## src/rtl/tlul_axi_bridge_if.sv

```systemverilog
// TL-UL A/D channel plus AXI4-Lite AW/W/B/AR/R signal bundle for tlul_axi_bridge.
// slave  : the bridge's view (TL-UL device, AXI4-Lite master).
// master : the surrounding environment (TL-UL host, AXI4-Lite subordinate).
interface tlul_axi_bridge_if #(
   parameter int unsigned AW   = 32,
   parameter int unsigned DW   = 32,
   parameter int unsigned SrcW = 8
) ();
   // TL-UL A channel
   logic            tl_a_valid;
   logic            tl_a_ready;
   logic [2:0]      tl_a_opcode;
   logic [AW-1:0]   tl_a_address;
   logic [DW-1:0]   tl_a_data;
   logic [DW/8-1:0] tl_a_mask;
   logic [SrcW-1:0] tl_a_source;
   logic [1:0]      tl_a_size;
   // TL-UL D channel
   logic            tl_d_valid;
   logic            tl_d_ready;
   logic [2:0]      tl_d_opcode;
   logic [DW-1:0]   tl_d_data;
   logic [SrcW-1:0] tl_d_source;
   logic [1:0]      tl_d_size;
   logic            tl_d_error;
   // AXI4-Lite
   logic            awvalid;
   logic            awready;
   logic [AW-1:0]   awaddr;
   logic            wvalid;
   logic            wready;
   logic [DW-1:0]   wdata;
   logic [DW/8-1:0] wstrb;
   logic            bvalid;
   logic            bready;
   logic [1:0]      bresp;
   logic            arvalid;
   logic            arready;
   logic [AW-1:0]   araddr;
   logic            rvalid;
   logic            rready;
   logic [DW-1:0]   rdata;
   logic [1:0]      rresp;

   modport slave (
      input  tl_a_valid, tl_a_opcode, tl_a_address, tl_a_data, tl_a_mask, tl_a_source,
             tl_a_size, tl_d_ready, awready, wready, bvalid, bresp, arready, rvalid, rdata,
             rresp,
      output tl_a_ready, tl_d_valid, tl_d_opcode, tl_d_data, tl_d_source, tl_d_size,
             tl_d_error, awvalid, awaddr, wvalid, wdata, wstrb, bready, arvalid, araddr,
             rready
   );

   modport master (
      output tl_a_valid, tl_a_opcode, tl_a_address, tl_a_data, tl_a_mask, tl_a_source,
             tl_a_size, tl_d_ready, awready, wready, bvalid, bresp, arready, rvalid, rdata,
             rresp,
      input  tl_a_ready, tl_d_valid, tl_d_opcode, tl_d_data, tl_d_source, tl_d_size,
             tl_d_error, awvalid, awaddr, wvalid, wdata, wstrb, bready, arvalid, araddr,
             rready
   );
endinterface

```

## src/rtl/tlul_axi_bridge.sv

```systemverilog
// TL-UL device-side to AXI4-Lite master bridge with an in-order response tracker.
// Optional macro TLUL_AXI_BRIDGE_RSP_REG_EN: registers the D channel through a 2-entry
// skid buffer (+1 cycle response latency); otherwise D is combinational from the head.
module tlul_axi_bridge #(
   parameter int unsigned AW             = 32,
   parameter int unsigned DW             = 32,
   parameter int unsigned SrcW           = 8,
   parameter int unsigned MaxOutstanding = 4
) (
   input logic              clk,
   input logic              rst,
   tlul_axi_bridge_if.slave bus
);

   localparam int unsigned PtrW  = (MaxOutstanding > 1) ? $clog2(MaxOutstanding) : 1;
   localparam int unsigned StrbW = DW / 8;
   localparam logic [1:0]  MaxSize = 2'($clog2(StrbW));
   localparam logic [PtrW:0] CntMax = (PtrW + 1)'(MaxOutstanding);

   localparam logic [2:0] OpPutFull     = 3'd0;
   localparam logic [2:0] OpPutPartial  = 3'd1;
   localparam logic [2:0] OpGet         = 3'd4;
   localparam logic [2:0] OpAccessAck   = 3'd0;
   localparam logic [2:0] OpAccessAckDt = 3'd1;

   // ---------------------------------------------------------------- A channel decode
   logic       a_ready, a_fire, a_is_write, a_is_read, a_err;
   logic [2:0] align_mask;

   // Low-address bits that must be zero for the requested size
   always_comb begin
      unique case (bus.tl_a_size)
         2'd0:    align_mask = 3'b000;
         2'd1:    align_mask = 3'b001;
         2'd2:    align_mask = 3'b011;
         default: align_mask = 3'b111;
      endcase
   end

   assign a_is_write = (bus.tl_a_opcode == OpPutFull) || (bus.tl_a_opcode == OpPutPartial);
   assign a_is_read  = (bus.tl_a_opcode == OpGet);
   assign a_err      = !(a_is_write || a_is_read) || (bus.tl_a_size > MaxSize) ||
                       (|(bus.tl_a_address[2:0] & align_mask));

   logic [PtrW:0] count_q;
   logic          awvalid_q, wvalid_q, arvalid_q;

   // Only one AXI request is ever pending; a new A beat waits until it has fully issued.
   assign a_ready = !rst && (count_q < CntMax) && !awvalid_q && !wvalid_q && !arvalid_q;
   assign a_fire  = bus.tl_a_valid && a_ready;
   assign bus.tl_a_ready = a_ready;

   // ---------------------------------------------------------------- AXI request path
   logic [AW-1:0]    awaddr_q, araddr_q;
   logic [DW-1:0]    wdata_q;
   logic [StrbW-1:0] wstrb_q;

   // Issue AW/W or AR the cycle after acceptance; each channel drops on its own handshake
   always_ff @(posedge clk) begin
      if (rst) begin
         awvalid_q <= 1'b0;
         wvalid_q  <= 1'b0;
         arvalid_q <= 1'b0;
         awaddr_q  <= '0;
         wdata_q   <= '0;
         wstrb_q   <= '0;
         araddr_q  <= '0;
      end else begin
         if (awvalid_q && bus.awready) awvalid_q <= 1'b0;
         if (wvalid_q && bus.wready)   wvalid_q  <= 1'b0;
         if (arvalid_q && bus.arready) arvalid_q <= 1'b0;
         if (a_fire && !a_err && a_is_write) begin
            awvalid_q <= 1'b1;
            wvalid_q  <= 1'b1;
            awaddr_q  <= bus.tl_a_address;
            wdata_q   <= bus.tl_a_data;
            wstrb_q   <= bus.tl_a_mask;
         end
         if (a_fire && !a_err && a_is_read) begin
            arvalid_q <= 1'b1;
            araddr_q  <= bus.tl_a_address;
         end
      end
   end

   assign bus.awvalid = awvalid_q;
   assign bus.awaddr  = awaddr_q;
   assign bus.wvalid  = wvalid_q;
   assign bus.wdata   = wdata_q;
   assign bus.wstrb   = wstrb_q;
   assign bus.arvalid = arvalid_q;
   assign bus.araddr  = araddr_q;

   // ---------------------------------------------------------------- in-order tracker
   logic [SrcW-1:0] src_mem  [MaxOutstanding];
   logic [1:0]      size_mem [MaxOutstanding];
   logic            read_mem [MaxOutstanding];
   logic            err_mem  [MaxOutstanding];
   logic [PtrW-1:0] wr_ptr_q, rd_ptr_q;
   logic            pop;

   // Pointers and occupancy; wrap is implicit since depth is a power of two
   always_ff @(posedge clk) begin
      if (rst) begin
         wr_ptr_q <= '0;
         rd_ptr_q <= '0;
         count_q  <= '0;
      end else begin
         if (a_fire) wr_ptr_q <= wr_ptr_q + 1'b1;
         if (pop)    rd_ptr_q <= rd_ptr_q + 1'b1;
         case ({a_fire, pop})
            2'b10:   count_q <= count_q + 1'b1;
            2'b01:   count_q <= count_q - 1'b1;
            default: count_q <= count_q;
         endcase
      end
   end

   // Entry payload storage; contents are don't-care while the slot is free
   always_ff @(posedge clk) begin
      if (a_fire) begin
         src_mem[wr_ptr_q]  <= bus.tl_a_source;
         size_mem[wr_ptr_q] <= bus.tl_a_size;
         read_mem[wr_ptr_q] <= a_is_read;
         err_mem[wr_ptr_q]  <= a_err;
      end
   end

   // ---------------------------------------------------------------- response merge
   logic            head_valid, head_read, head_err, rsp_valid, sink_ready;
   logic [2:0]      rsp_op;
   logic [DW-1:0]   rsp_data;
   logic            rsp_err;

   assign head_valid = (count_q != '0);
   assign head_read  = read_mem[rd_ptr_q];
   assign head_err   = err_mem[rd_ptr_q];
   assign rsp_valid  = head_read ? bus.rvalid : bus.bvalid;

   // Only the head's own bus channel is ever made ready, which enforces request order.
   assign bus.bready = head_valid && !head_err && !head_read && sink_ready;
   assign bus.rready = head_valid && !head_err && head_read && sink_ready;
   assign pop        = head_valid && (head_err || rsp_valid) && sink_ready;

   assign rsp_op   = head_read ? OpAccessAckDt : OpAccessAck;
   assign rsp_data = (head_read && !head_err) ? bus.rdata : '0;
   assign rsp_err  = head_err || (head_read ? bus.rresp[1] : bus.bresp[1]);

`ifdef TLUL_AXI_BRIDGE_RSP_REG_EN
   localparam int unsigned RspW = 3 + DW + SrcW + 2 + 1;

   logic            out_v_q, skid_v_q, out_pop;
   logic [RspW-1:0] out_q, skid_q, rsp_bits;

   assign rsp_bits   = {rsp_op, rsp_data, src_mem[rd_ptr_q], size_mem[rd_ptr_q], rsp_err};
   assign sink_ready = !(out_v_q && skid_v_q);
   assign out_pop    = out_v_q && bus.tl_d_ready;

   // Two-slot skid: out_q drives D, skid_q absorbs one beat while D is stalled
   always_ff @(posedge clk) begin
      if (rst) begin
         out_v_q  <= 1'b0;
         skid_v_q <= 1'b0;
         out_q    <= '0;
         skid_q   <= '0;
      end else if (out_pop || !out_v_q) begin
         if (skid_v_q) begin
            out_q    <= skid_q;
            out_v_q  <= 1'b1;
            skid_v_q <= pop;
            if (pop) skid_q <= rsp_bits;
         end else if (pop) begin
            out_q   <= rsp_bits;
            out_v_q <= 1'b1;
         end else begin
            out_v_q <= 1'b0;
         end
      end else if (pop) begin
         skid_q   <= rsp_bits;
         skid_v_q <= 1'b1;
      end
   end

   assign bus.tl_d_valid = out_v_q;
   assign {bus.tl_d_opcode, bus.tl_d_data, bus.tl_d_source, bus.tl_d_size,
           bus.tl_d_error} = out_q;
`else
   logic d_valid;

   assign sink_ready     = bus.tl_d_ready;
   assign d_valid        = head_valid && (head_err || rsp_valid);
   assign bus.tl_d_valid = d_valid;
   // Payload held at zero whenever no response is presented
   assign bus.tl_d_opcode = d_valid ? rsp_op : '0;
   assign bus.tl_d_data   = d_valid ? rsp_data : '0;
   assign bus.tl_d_source = d_valid ? src_mem[rd_ptr_q] : '0;
   assign bus.tl_d_size   = d_valid ? size_mem[rd_ptr_q] : '0;
   assign bus.tl_d_error  = d_valid && rsp_err;
`endif

endmodule

```

## src/flat_wrapper.sv

```systemverilog
// flat-port wrapper written by rule: the top's interface ports become plain ports
module tlul_axi_bridge_flat 
#(
   parameter int unsigned AW             = 32,
   parameter int unsigned DW             = 32,
   parameter int unsigned SrcW           = 8,
   parameter int unsigned MaxOutstanding = 4
)
  (clk, rst, bus_tl_a_valid, bus_tl_a_opcode, bus_tl_a_address, bus_tl_a_data, bus_tl_a_mask, bus_tl_a_source, bus_tl_a_size, bus_tl_d_ready, bus_awready, bus_wready, bus_bvalid, bus_bresp, bus_arready, bus_rvalid, bus_rdata, bus_rresp, bus_tl_a_ready, bus_tl_d_valid, bus_tl_d_opcode, bus_tl_d_data, bus_tl_d_source, bus_tl_d_size, bus_tl_d_error, bus_awvalid, bus_awaddr, bus_wvalid, bus_wdata, bus_wstrb, bus_bready, bus_arvalid, bus_araddr, bus_rready);
  tlul_axi_bridge_if #(.AW(AW), .DW(DW), .SrcW(SrcW)) bus_i ();
  input logic clk;
  input logic rst;
  input wire logic [$bits(bus_i.tl_a_valid)-1:0] bus_tl_a_valid;
  input wire logic [$bits(bus_i.tl_a_opcode)-1:0] bus_tl_a_opcode;
  input wire logic [$bits(bus_i.tl_a_address)-1:0] bus_tl_a_address;
  input wire logic [$bits(bus_i.tl_a_data)-1:0] bus_tl_a_data;
  input wire logic [$bits(bus_i.tl_a_mask)-1:0] bus_tl_a_mask;
  input wire logic [$bits(bus_i.tl_a_source)-1:0] bus_tl_a_source;
  input wire logic [$bits(bus_i.tl_a_size)-1:0] bus_tl_a_size;
  input wire logic [$bits(bus_i.tl_d_ready)-1:0] bus_tl_d_ready;
  input wire logic [$bits(bus_i.awready)-1:0] bus_awready;
  input wire logic [$bits(bus_i.wready)-1:0] bus_wready;
  input wire logic [$bits(bus_i.bvalid)-1:0] bus_bvalid;
  input wire logic [$bits(bus_i.bresp)-1:0] bus_bresp;
  input wire logic [$bits(bus_i.arready)-1:0] bus_arready;
  input wire logic [$bits(bus_i.rvalid)-1:0] bus_rvalid;
  input wire logic [$bits(bus_i.rdata)-1:0] bus_rdata;
  input wire logic [$bits(bus_i.rresp)-1:0] bus_rresp;
  output wire logic [$bits(bus_i.tl_a_ready)-1:0] bus_tl_a_ready;
  output wire logic [$bits(bus_i.tl_d_valid)-1:0] bus_tl_d_valid;
  output wire logic [$bits(bus_i.tl_d_opcode)-1:0] bus_tl_d_opcode;
  output wire logic [$bits(bus_i.tl_d_data)-1:0] bus_tl_d_data;
  output wire logic [$bits(bus_i.tl_d_source)-1:0] bus_tl_d_source;
  output wire logic [$bits(bus_i.tl_d_size)-1:0] bus_tl_d_size;
  output wire logic [$bits(bus_i.tl_d_error)-1:0] bus_tl_d_error;
  output wire logic [$bits(bus_i.awvalid)-1:0] bus_awvalid;
  output wire logic [$bits(bus_i.awaddr)-1:0] bus_awaddr;
  output wire logic [$bits(bus_i.wvalid)-1:0] bus_wvalid;
  output wire logic [$bits(bus_i.wdata)-1:0] bus_wdata;
  output wire logic [$bits(bus_i.wstrb)-1:0] bus_wstrb;
  output wire logic [$bits(bus_i.bready)-1:0] bus_bready;
  output wire logic [$bits(bus_i.arvalid)-1:0] bus_arvalid;
  output wire logic [$bits(bus_i.araddr)-1:0] bus_araddr;
  output wire logic [$bits(bus_i.rready)-1:0] bus_rready;
  assign bus_i.tl_a_valid = bus_tl_a_valid;
  assign bus_i.tl_a_opcode = bus_tl_a_opcode;
  assign bus_i.tl_a_address = bus_tl_a_address;
  assign bus_i.tl_a_data = bus_tl_a_data;
  assign bus_i.tl_a_mask = bus_tl_a_mask;
  assign bus_i.tl_a_source = bus_tl_a_source;
  assign bus_i.tl_a_size = bus_tl_a_size;
  assign bus_i.tl_d_ready = bus_tl_d_ready;
  assign bus_i.awready = bus_awready;
  assign bus_i.wready = bus_wready;
  assign bus_i.bvalid = bus_bvalid;
  assign bus_i.bresp = bus_bresp;
  assign bus_i.arready = bus_arready;
  assign bus_i.rvalid = bus_rvalid;
  assign bus_i.rdata = bus_rdata;
  assign bus_i.rresp = bus_rresp;
  assign bus_tl_a_ready = bus_i.tl_a_ready;
  assign bus_tl_d_valid = bus_i.tl_d_valid;
  assign bus_tl_d_opcode = bus_i.tl_d_opcode;
  assign bus_tl_d_data = bus_i.tl_d_data;
  assign bus_tl_d_source = bus_i.tl_d_source;
  assign bus_tl_d_size = bus_i.tl_d_size;
  assign bus_tl_d_error = bus_i.tl_d_error;
  assign bus_awvalid = bus_i.awvalid;
  assign bus_awaddr = bus_i.awaddr;
  assign bus_wvalid = bus_i.wvalid;
  assign bus_wdata = bus_i.wdata;
  assign bus_wstrb = bus_i.wstrb;
  assign bus_bready = bus_i.bready;
  assign bus_arvalid = bus_i.arvalid;
  assign bus_araddr = bus_i.araddr;
  assign bus_rready = bus_i.rready;
  tlul_axi_bridge #(.AW(AW), .DW(DW), .SrcW(SrcW), .MaxOutstanding(MaxOutstanding)) u_core (.clk(clk), .rst(rst), .bus(bus_i));
endmodule
```

## config.mk

```make
export PLATFORM = sky130hd
export DESIGN_NAME = tlul_axi_bridge_flat
export DESIGN_NICKNAME = d
export VERILOG_FILES = /design/src/rtl/tlul_axi_bridge_if.sv /design/src/rtl/tlul_axi_bridge.sv /design/src/flat_wrapper.sv
export SDC_FILE = /design/constraint.sdc
export NUM_CORES = 1
export LEC_CHECK = 0
export ABC_AREA = 1
export BUFFER_PORTS_ARGS = -buffer_cell sky130_fd_sc_hd__clkbuf_2
export CORE_ASPECT_RATIO = 0.6
export CORE_MARGIN = 4
export CORE_UTILIZATION = 53
export CTS_BUF_LIST = sky130_fd_sc_hd__clkbuf_4
export CTS_CLUSTER_DIAMETER = 40
export CTS_CLUSTER_SIZE = 40
export DETAILED_ROUTE_END_ITERATION = 12
export PLACE_DENSITY = 0.85
export SYNTH_ARGS = -nofsm -noshare
export SYNTH_HDL_FRONTEND = slang
export SYNTH_SLANG_ARGS = --single-unit
```

## constraint.sdc

```tcl
create_clock -name clk -period 3.4 [get_ports clk]
set_input_delay 0.34 -clock clk [delete_from_list [all_inputs] [get_ports clk]]
set_output_delay 0.34 -clock clk [all_outputs]
set_load 0.02 [all_outputs]
```

==> qor.yml, run 1 <==
outcome: "completed"
yosys.cell_types.count: 31
cts_buffers: 17
syn_inst: 750
nNetsFinal: 1145
tns_ns: 0
cp-end-kind: "output port"
hold_ws_ns: 0.0514
hold_violations: 0
cts-root-buf: "clkbuf_4"
initial_core_util: 0.543
first_pass_iters: 7
drtAntennaViolNets: 0
dieHeight_um: 94.1
cp_slowest_cell: "dfxtp_1"
max_stage_delay_ns: 0.69
cp-start-kind: "flip-flop"
overflow: 0
clock_sinks: 160
row_count: 31
postCtsHoldBufs: 7
hold_path_class: "input pin to flip-flop"
antenna_found_initial: 1
io_pins: 279
fin_skew_ns: 0.0185
portBuffers: 274
synth-seq-cells: 160
finalWirelength_um: 17000
p_leak_nw: 3.54
grt_pass1_vias: 5271
syn_avg_cell_area_um2: 8.74
die_w_um: 152
tritoncts: "built"
yosys_warnings: 0
via_count: 5831
cts_buffer_depth: 2
synth.cell_area_um2: 6550
drt-initial-drc-count: 192
drv_slew: 0
critical_path_class: "flip-flop to output port"
syn_to_final_growth_pct: 25.2
core-area_um2: 12100
max_freq_mhz: 337
critPathMostFrequentCell: "nand2_1"
utilization: 0.680
worstPathMaxFanout: 33
seq_area_frac_synth: 0.562
clk_pin_slew_ns: 0.13
crit_required_ns: 3.06
grtUsageTotal: 0.234
peakVddDrop_uv: 236
grt_pass1_wl_um: 26000
drc: 0
arrival_ns: 2.63
grt_max_degree: 124
tightest_slew_ns: 1.17
via_per_inst: 4.89
drive_gt1_frac: 0.324
clk_latency_ns: 0.53
slew_headroom: 0.221
die-area_um2: 14300
ctsHtreeMaxLevel: 4
cap_violations: 0
cts_resized: 0
path_cells: "inv_1, nand3_1, nand2_1, nand3_4, nand2_4, inv_4, nand2_1, nor2_1, clkbuf_2"
gp_congestion: 0.791
setup_viol: 0
finalCritPeriodShare: 0.874
hpwl_um: 12200
cts_setup_buffers: 0
rsz0062_at_grt: "false"
layout_min_cycle_time_ns: 2.97
avgRoutedWirePerCell_um: 14.2
power.density_nw_per_um2: 466
==> synth_stat cells, drive strengths merged <==
cell      n  share of area
o21ai   126          0.096
a21oi   121          0.092
fa        1         0.0031
nor3      1        0.00076
clkbuf   17         0.0097
nor3b     1         0.0011
clkinv    1        0.00057
dfxtp   112           0.34
nand3    11          0.014
edfxtp   48           0.22
nor2     90          0.053
inv     125          0.072
o21a      1         0.0011
buf      32          0.046
nand2    55          0.034
conb      1        0.00057
a31oi     1        0.00096
ha        5         0.0095
xor2      1         0.0013
==> final timing paths <==
| check | from | end | slack [ns] | depth (start not counted) |
|---|---|---|---|---|
| worst max-delay path | flip-flop | bus_tl_d_data[19] | 0.43 | 9 |
| worst min-delay path | bus_tl_a_size[1] | u_core.size_mem[1][1] | 0.05 | 1 |
| worst max register to register | flip-flop | u_core.count_q[2] | 0.82 | 13 |
| worst min register to register | u_core.bus.araddr[19] | u_core.bus.araddr[19] | 0.45 | 2 |
==> registers in the layout (all words and copies together), names as in the netlist, named ones only <==
signal and flops:
u_core.bus.araddr 32, u_core.bus.awaddr 32, u_core.bus.wdata 32, u_core.src_mem 32, u_core.size_mem 8, u_core.bus.wstrb 4
u_core.err_mem 4, u_core.read_mem 4, u_core.count_q 3, u_core.rd_ptr_q 2, u_core.wr_ptr_q 2, u_core.bus.arvalid 1
u_core.bus.awvalid 1, u_core.bus.wvalid 1
==> power breakdown <==
| part | switching (mW) | internal [mW] |
|---|---|---|
| logic | 0.483 | 0.229 |
| clock network | 0.688 | 0.395 |
| registers | 0.0226 | 2.01 |
| total | 1.19 | 2.63 |
==> critical path: cells and delay by family (launching register included) <==
| family | cells | cell delay [ns] |
|---|---|---|
| buffers and inverters | 3 | 0.65 |
| flip-flops | 1 | 0.69 |
| AND/OR/NAND/NOR | 6 | 0.76 |
==> per-stage QoR <==
stage	worst slack [ns]	total power, mW	cell area [um^2]	instances
2_1_floorplan	1.36	2.56	6560	751
3_3_place_gp	0.911	2.76	7850	1151
3_5_place_dp	0.881	2.77	7850	1151
4_1_cts	0.379	3.85	8190	1190
5_1_grt	0.152	4.03	8200	1192
6_report	0.429	3.82	8200	1192
==> layout make-up <==
type                       count  area [um^2]
fill                         974         3860
sequential                   160         3680
multi-input combinational    416         2030
timing repair buffer         292         1530
inverter                     126          478
tap                          165          206
clock buffer                  19          143
clock inverter                13          131
antenna                        1         2.50
==> layout by cell type, fill, tap and decap left out, types with 2 or more instances in the layout <==
cell / n
clkbuf_4: 19
nand2_1: 50
nand2_2: 4
edfxtp_1: 48
dfxtp_1: 112
o21ai_1: 72
a21oi_1: 121
dlygate4sd3_1: 8
inv_1: 122
nand3_1: 5
clkbuf_2: 274
nor2_1: 88
clkinv_4: 5
clkinvlp_4: 2
nand3_2: 4
conb_1: 2
inv_4: 2
ha_1: 5
o21ai_0: 54
inv_6: 3
buf_4: 10
nand3_4: 2
==> cell families after synthesis <==
kind of cell               after synthesis  synth area share
AOI/OAI and AO/OA                      249             0.191
buffers and inverters                  175             0.129
DFF                                    160             0.562
and+or+nand+nor                        158             0.103
adders and majority gates                6            0.0126
xor gates and xnor gates                 1           0.00134
other                                    1          0.000572
==> metal layers <==
| layer | track usage | share of wire | vias up |
|---|---|---|---|
| li1 | - | - | 2961 |
| met1 | 0.276 | 0.39 | 2636 |
| met2 | 0.404 | 0.49 | 207 |
| met3 | 0.0805 | 0.099 | 27 |
| met4 | 0.0740 | 0.017 | 0 |
| met5 | 0 | 0 | - |
(Power assumes the default switching activity.)
==> run 2: changes to the inputs <==
- CORE_MARGIN: 4 -> unset
==> run 2 against run 1 <==
  * Critical path depth unchanged
  * Hold slack got worse by 0.0058 ns
  * Utilization rose by 0.28 points
  * Power increased by 2.1%
  * First-iteration DRC count is 46% higher
  * Non-clock buffer count is the same
==> qor.yml, run 2 (synthesized netlist as in run 1, its figures left out) <==
layout_setup_ws_ns: 0.375  # -0.0535 ns
tightest_slew_ns: 0.918  # -0.250 ns
dieHeight_um: 88.1  # -6.4%
drtAntennaViolNets: 0  # unchanged
clk_latency_ns: 0.54  # about the same
io_pins: 279  # unchanged
max_freq_mhz: 331  # -1.8%
tritoncts: "built"
hold_ws_ns: 0.0456  # -0.00579 ns
nNetsFinal: 1145  # unchanged
path_cells: "buf_4, nand2_1, nand3_2, nand2_2, inv_1, nand2_1, buf_4, nor2_1, clkbuf_2"
first_pass_iters: 4  # -3
critPathTopFamily: "buffers and inverters"
via_per_inst: 4.82  # -1.4%
via_count: 5739  # -1.6%
dp_slack_ns: 0.554  # -0.327 ns
diodes: 0  # -1
ff2ff_setup_slack_ns: 0.73  # -0.09 ns
max_stage_delay_ns: 0.55  # -0.14 ns
final_common_cell: "clkbuf_2"
crit_required_ns: 3.06  # about the same
die-area_um2: 12800  # -10%
finalCritPeriodShare: 0.890  # +0.0157
syn_to_final_growth_pct: 25.7
slew_headroom: 0.388  # +0.167
critical_path_class: "flip-flop to output port"
cts_buffer_depth: 2  # unchanged
fin_skew_ns: 0.0260  # +0.00745 ns
hold_depth: 4  # +3
grt_pass1_wl_um: 24700  # -5.3%
utilization: 0.683  # +0.00280
drc: 0  # unchanged
hold_violations: 0  # unchanged
hpwl_um: 11400  # -6.5%
grtUsageTotal: 0.249  # +0.0151
cp_slowest_cell: "dfxtp_1"
antenna_found_initial: 0  # -1
min_to: "u_core.bus.wvalid"
cp-start-kind: "flip-flop"
finalWirelength_um: 16000  # -5.7%
layout.filler_cells: 1016  # +4.3%
hold_path_class: "input pin to flip-flop"
power.density_nw_per_um2: 474  # +1.7%
gp_congestion: 0.862  # +9.0%
tns_ns: 0  # unchanged
avgRoutedWirePerCell_um: 13.5  # -5.6%
r2r-end: "u_core.count_q[2]"
peakVddDrop_uv: 264  # +12%
cts_buffers: 17  # unchanged
drive_gt1_frac: 0.324  # about the same
setup_viol: 0  # unchanged
portBuffers: 274  # unchanged
path_buf_inv: 4  # +1
outcome: "completed"
rsz0062_at_grt: "false"
arrival_ns: 2.68  # +0.05 ns
ctsHtreeMaxLevel: 4  # unchanged
core-area_um2: 12100  # unchanged
row_count: 31  # unchanged
final_cell_mix: "clkbuf_2, inv_1, a21oi_1"
hp-start: "bus_wready"
initial_core_util: 0.543  # unchanged
clk_pin_slew_ns: 0.13  # about the same
worstPathMaxFanout: 18  # -45%
grt_pass1_vias: 4987  # -5.4%
p_leak_nw: 3.56  # +0.61%
drt-initial-drc-count: 281  # +46%
overflow: 0  # unchanged
worstRegToRegCells: 14  # +1
layout_min_cycle_time_ns: 3.02  # +0.0535 ns
grt_max_degree: 106  # -15%
clock_sinks: 160  # unchanged
drv_slew: 0  # unchanged
cts-root-buf: "clkbuf_4"
die_w_um: 146  # -4.0%
cap_violations: 0  # unchanged
cp-end-kind: "output port"
run 2: changes by cell type in the layout (fill, tap and decap cells not counted), sizes merged:
cell      previous run  this run
inv                129       135
clkinvlp             2         1
clkbuf             293       291
bufinv               1         2
diode                1         0
clkinv               7         2
run 2: timing repair:
item,4_1_cts,5_1_grt
resized for setup,0,1
setup buffers,0,0
endpoints found under the hold margin,14,11
endpoints found under the setup margin,0,33
hold buffers,4,4
run 2: per-stage QoR:
stage	cells	instance area [um^2]	power, mW
finish	1190	8240	3.90
detailed placement	1151	7860	2.77
CTS	1186	8200	3.93
floorplan	751	6560	2.56
global placement	1151	7860	2.75
global route	1190	8240	4.11
run 2: routing by layer:
layer / part of all wire / vias to the layer above / wire length [um] / track usage
met1: 0.42 / 2552 / 6800 / 0.298
met5: 0 / - / 0 / 0
li1: - / 2962 / - / -
met2: 0.49 / 202 / 7830 / 0.434
met3: 0.072 / 23 / 1150 / 0.0740
met4: 0.015 / 0 / 233 / 0.0919
run 2: layout make-up:
cell class / count / area (um^2) / area share
clock buffers: 17 / 128 / 0.0155
clock inverters: 14 / 169 / 0.0205
inverters: 126 / 478 / 0.0580
multi-input cells: 416 / 2030 / 0.247
flip-flops and latches: 160 / 3680 / 0.447
well taps: 165 / 206 / 0.0251
repair buffers: 292 / 1540 / 0.187
run 2: power by group:
| part | internal (mW) | switching, mW |
|---|---|---|
| logic | 0.228 | 0.475 |
| clock network | 0.463 | 0.705 |
| registers | 2.01 | 0.0267 |
run 2: worst min-delay path, cell delays in order:
cell and delay [ns]:
clkbuf_2 0.07, inv_1 0.03, nand2_1 0.04, a21oi_1 0.05
run 2: worst max path at each step:
stage                                    to  slack, ns  cells after the start
after detailed placement  u_core.count_q[2]       0.55                     13
after CTS                 bus_tl_d_data[22]       0.12                      7
after global placement    u_core.count_q[2]       0.64                     13
after global routing       bus_tl_d_data[9]       0.12                      9
final                      bus_tl_d_data[8]       0.38                      9
after floorplan           u_core.count_q[2]       1.36                     16
==> run 3: changes to the inputs <==
- GPL_TIMING_DRIVEN: unset -> 0
- MAX_ROUTING_LAYER: unset -> met4
- PLACE_DENSITY: 0.85 -> unset
- PLACE_DENSITY_LB_ADDON: unset -> 0.2
==> run 3 against run 2 <==
  * Via count is 3.7% higher
  * Non-clock buffer count is 42 higher
  * Count of clock-buffer cells in the layout is 1 higher
  * Maximum frequency is 22% higher
  * Design area is 3.5% higher
  * Highest routed layer unchanged
==> qor.yml, run 3 (synthesized netlist as in run 1, its figures left out) <==
drv_slew: 0  # unchanged
finalWirelength_um: 17600  # +10%
drive_gt1_frac: 0.330  # +0.00569
die-area_um2: 12800  # unchanged
hold_path_class: "input pin to flip-flop"
tightest_slew_ns: 1.19  # +0.275 ns
p_total_mw: 3.93  # +0.66%
layout.filler_cells: 1006  # -0.98%
diodes: 0  # unchanged
final_common_cell: "clkbuf_2"
grt_pass1_wl_um: 26700  # +8.2%
fin_skew_ns: 0.0355  # +0.00954 ns
grt_max_degree: 17  # -84%
tns_ns: 0  # unchanged
tritoncts: "built"
nNetsFinal: 1187  # +3.7%
hp-start: "bus_awready"
first_pass_iters: 6  # +2
p_leak_nw: 3.70  # +4.0%
drc: 0  # unchanged
layout_min_cycle_time_ns: 2.48  # -0.543 ns
antenna_found_initial: 0  # unchanged
crit_required_ns: 3.06  # about the same
worstRegToRegCells: 5  # -9
max_freq_mhz: 403  # +22%
clk_pin_slew_ns: 0.13  # about the same
grt_pass1_vias: 5227  # +4.8%
cp-start-kind: "flip-flop"
cap_violations: 0  # unchanged
clock_sinks: 160  # unchanged
min_to: "u_core.bus.awvalid"
hold_violations: 0  # unchanged
r2r-start: "u_core.bus.wvalid"
dpl.cell_count: 1190  # +3.4%
overflow: 0  # unchanged
cts_buffer_depth: 2  # unchanged
hold_ws_ns: 0.0281  # -0.0175 ns
avgRoutedWirePerCell_um: 14.3  # +6.1%
cts_setup_buffers: 0  # unchanged
portBuffers: 274  # unchanged
cts-root-buf: "clkbuf_4"
cts_buffers: 17  # unchanged
critical_path_class: "flip-flop to output port"
via_count: 5949  # +3.7%
die_w_um: 146  # unchanged
slew_headroom: 0.202  # -0.186
finalCritPeriodShare: 0.730  # -0.160
gp_congestion: 0.886  # +2.7%
peakVddDrop_uv: 255  # -3.3%
drtAntennaViolNets: 0  # unchanged
r2r-end: "u_core.read_mem[3]"
ff2ff_setup_slack_ns: 1.03  # +0.30 ns
via_per_inst: 4.82  # about the same
worstPathMaxFanout: 10  # -8
rsz0062_at_grt: "false"
hpwl_um: 13200  # +16%
power.density_nw_per_um2: 461  # -2.7%
setup_viol: 0  # unchanged
drt-initial-drc-count: 310  # +10%
outcome: "completed"
grtUsageTotal: 0.283  # +0.0333
stdcell_count: 1233  # +3.6%
initial_core_util: 0.543  # unchanged
cp-end-kind: "output port"
core-area_um2: 12100  # unchanged
io_pins: 279  # unchanged
hold_depth: 4  # unchanged
clk_latency_ns: 0.56  # +0.02 ns
syn_to_final_growth_pct: 30.1
row_count: 31  # unchanged
dieHeight_um: 88.1  # unchanged
final_cell_mix: "clkbuf_2, inv_1, a21oi_1"
ctsHtreeMaxLevel: 4  # unchanged
arrival_ns: 2.14  # -0.54 ns
==> run 3: cell type report <==
| type | count | area, um^2 | share of cell area |
|---|---|---|---|
| repair buffers | 285 | 1480 | 0.174 |
| well taps | 165 | 206 | 0.0242 |
| flip-flops and latches | 160 | 3680 | 0.432 |
| plain buffers | 49 | 368 | 0.0431 |
| inverters | 126 | 478 | 0.0561 |
| multi-input cells | 416 | 2030 | 0.238 |
| clock inverters | 14 | 148 | 0.0173 |
| clock buffers | 18 | 135 | 0.0158 |
==> run 3: where the power goes <==
group          switching, mW  internal, mW
registers             0.0194          2.01
logic                  0.496         0.271
clock network          0.736         0.400
==> run 3: metal layers <==
metal / routed length [um] / track usage / vias up
met4: 199 / 0.0756 / 0
met1: 7860 / 0.351 / 2691
li1: - / - / 3042
met2: 8340 / 0.457 / 201
met3: 1210 / 0.0797 / 15
met5: 0 / - / -
==> run 3: stage by stage <==
stage / instance area (um^2) / util / setup WS [ns]
after global routing: 8530 / 0.707 / 0.681
after global placement: 8130 / 0.674 / 0.825
final: 8530 / 0.707 / 0.918
after CTS: 8490 / 0.703 / 0.886
after floorplan: 6560 / - / 1.36
after detailed placement: 8130 / 0.674 / 0.768
==> run 3: worst max path at each step <==
stage | start | endpoint | cells after the start
final | flip-flop | bus_tl_d_source[2] | 7
after global routing | flip-flop | bus_tl_d_data[22] | 12
after CTS | flip-flop | bus_tl_d_source[2] | 7
after detailed placement | rst | u_core.src_mem[3][2] | 6
after global placement | rst | u_core.src_mem[3][5] | 6
after floorplan | flip-flop | u_core.count_q[2] | 16
==> run 3: what timing repair did <==
action,CTS,global route
hold endpoints to repair,28,8
setup endpoints to repair,0,0
hold buffers,7,4
resized for setup,0,0
==> run 3: critical path, cell delays in order, from the launching register on <==
cell and delay (ns):
dfxtp_1 0.35, buf_6 0.12, clkbuf_1 0.43, nor2_1 0.12, nor2_1 0.09, o21ai_0 0.11, a21oi_1 0.19, clkbuf_2 0.19
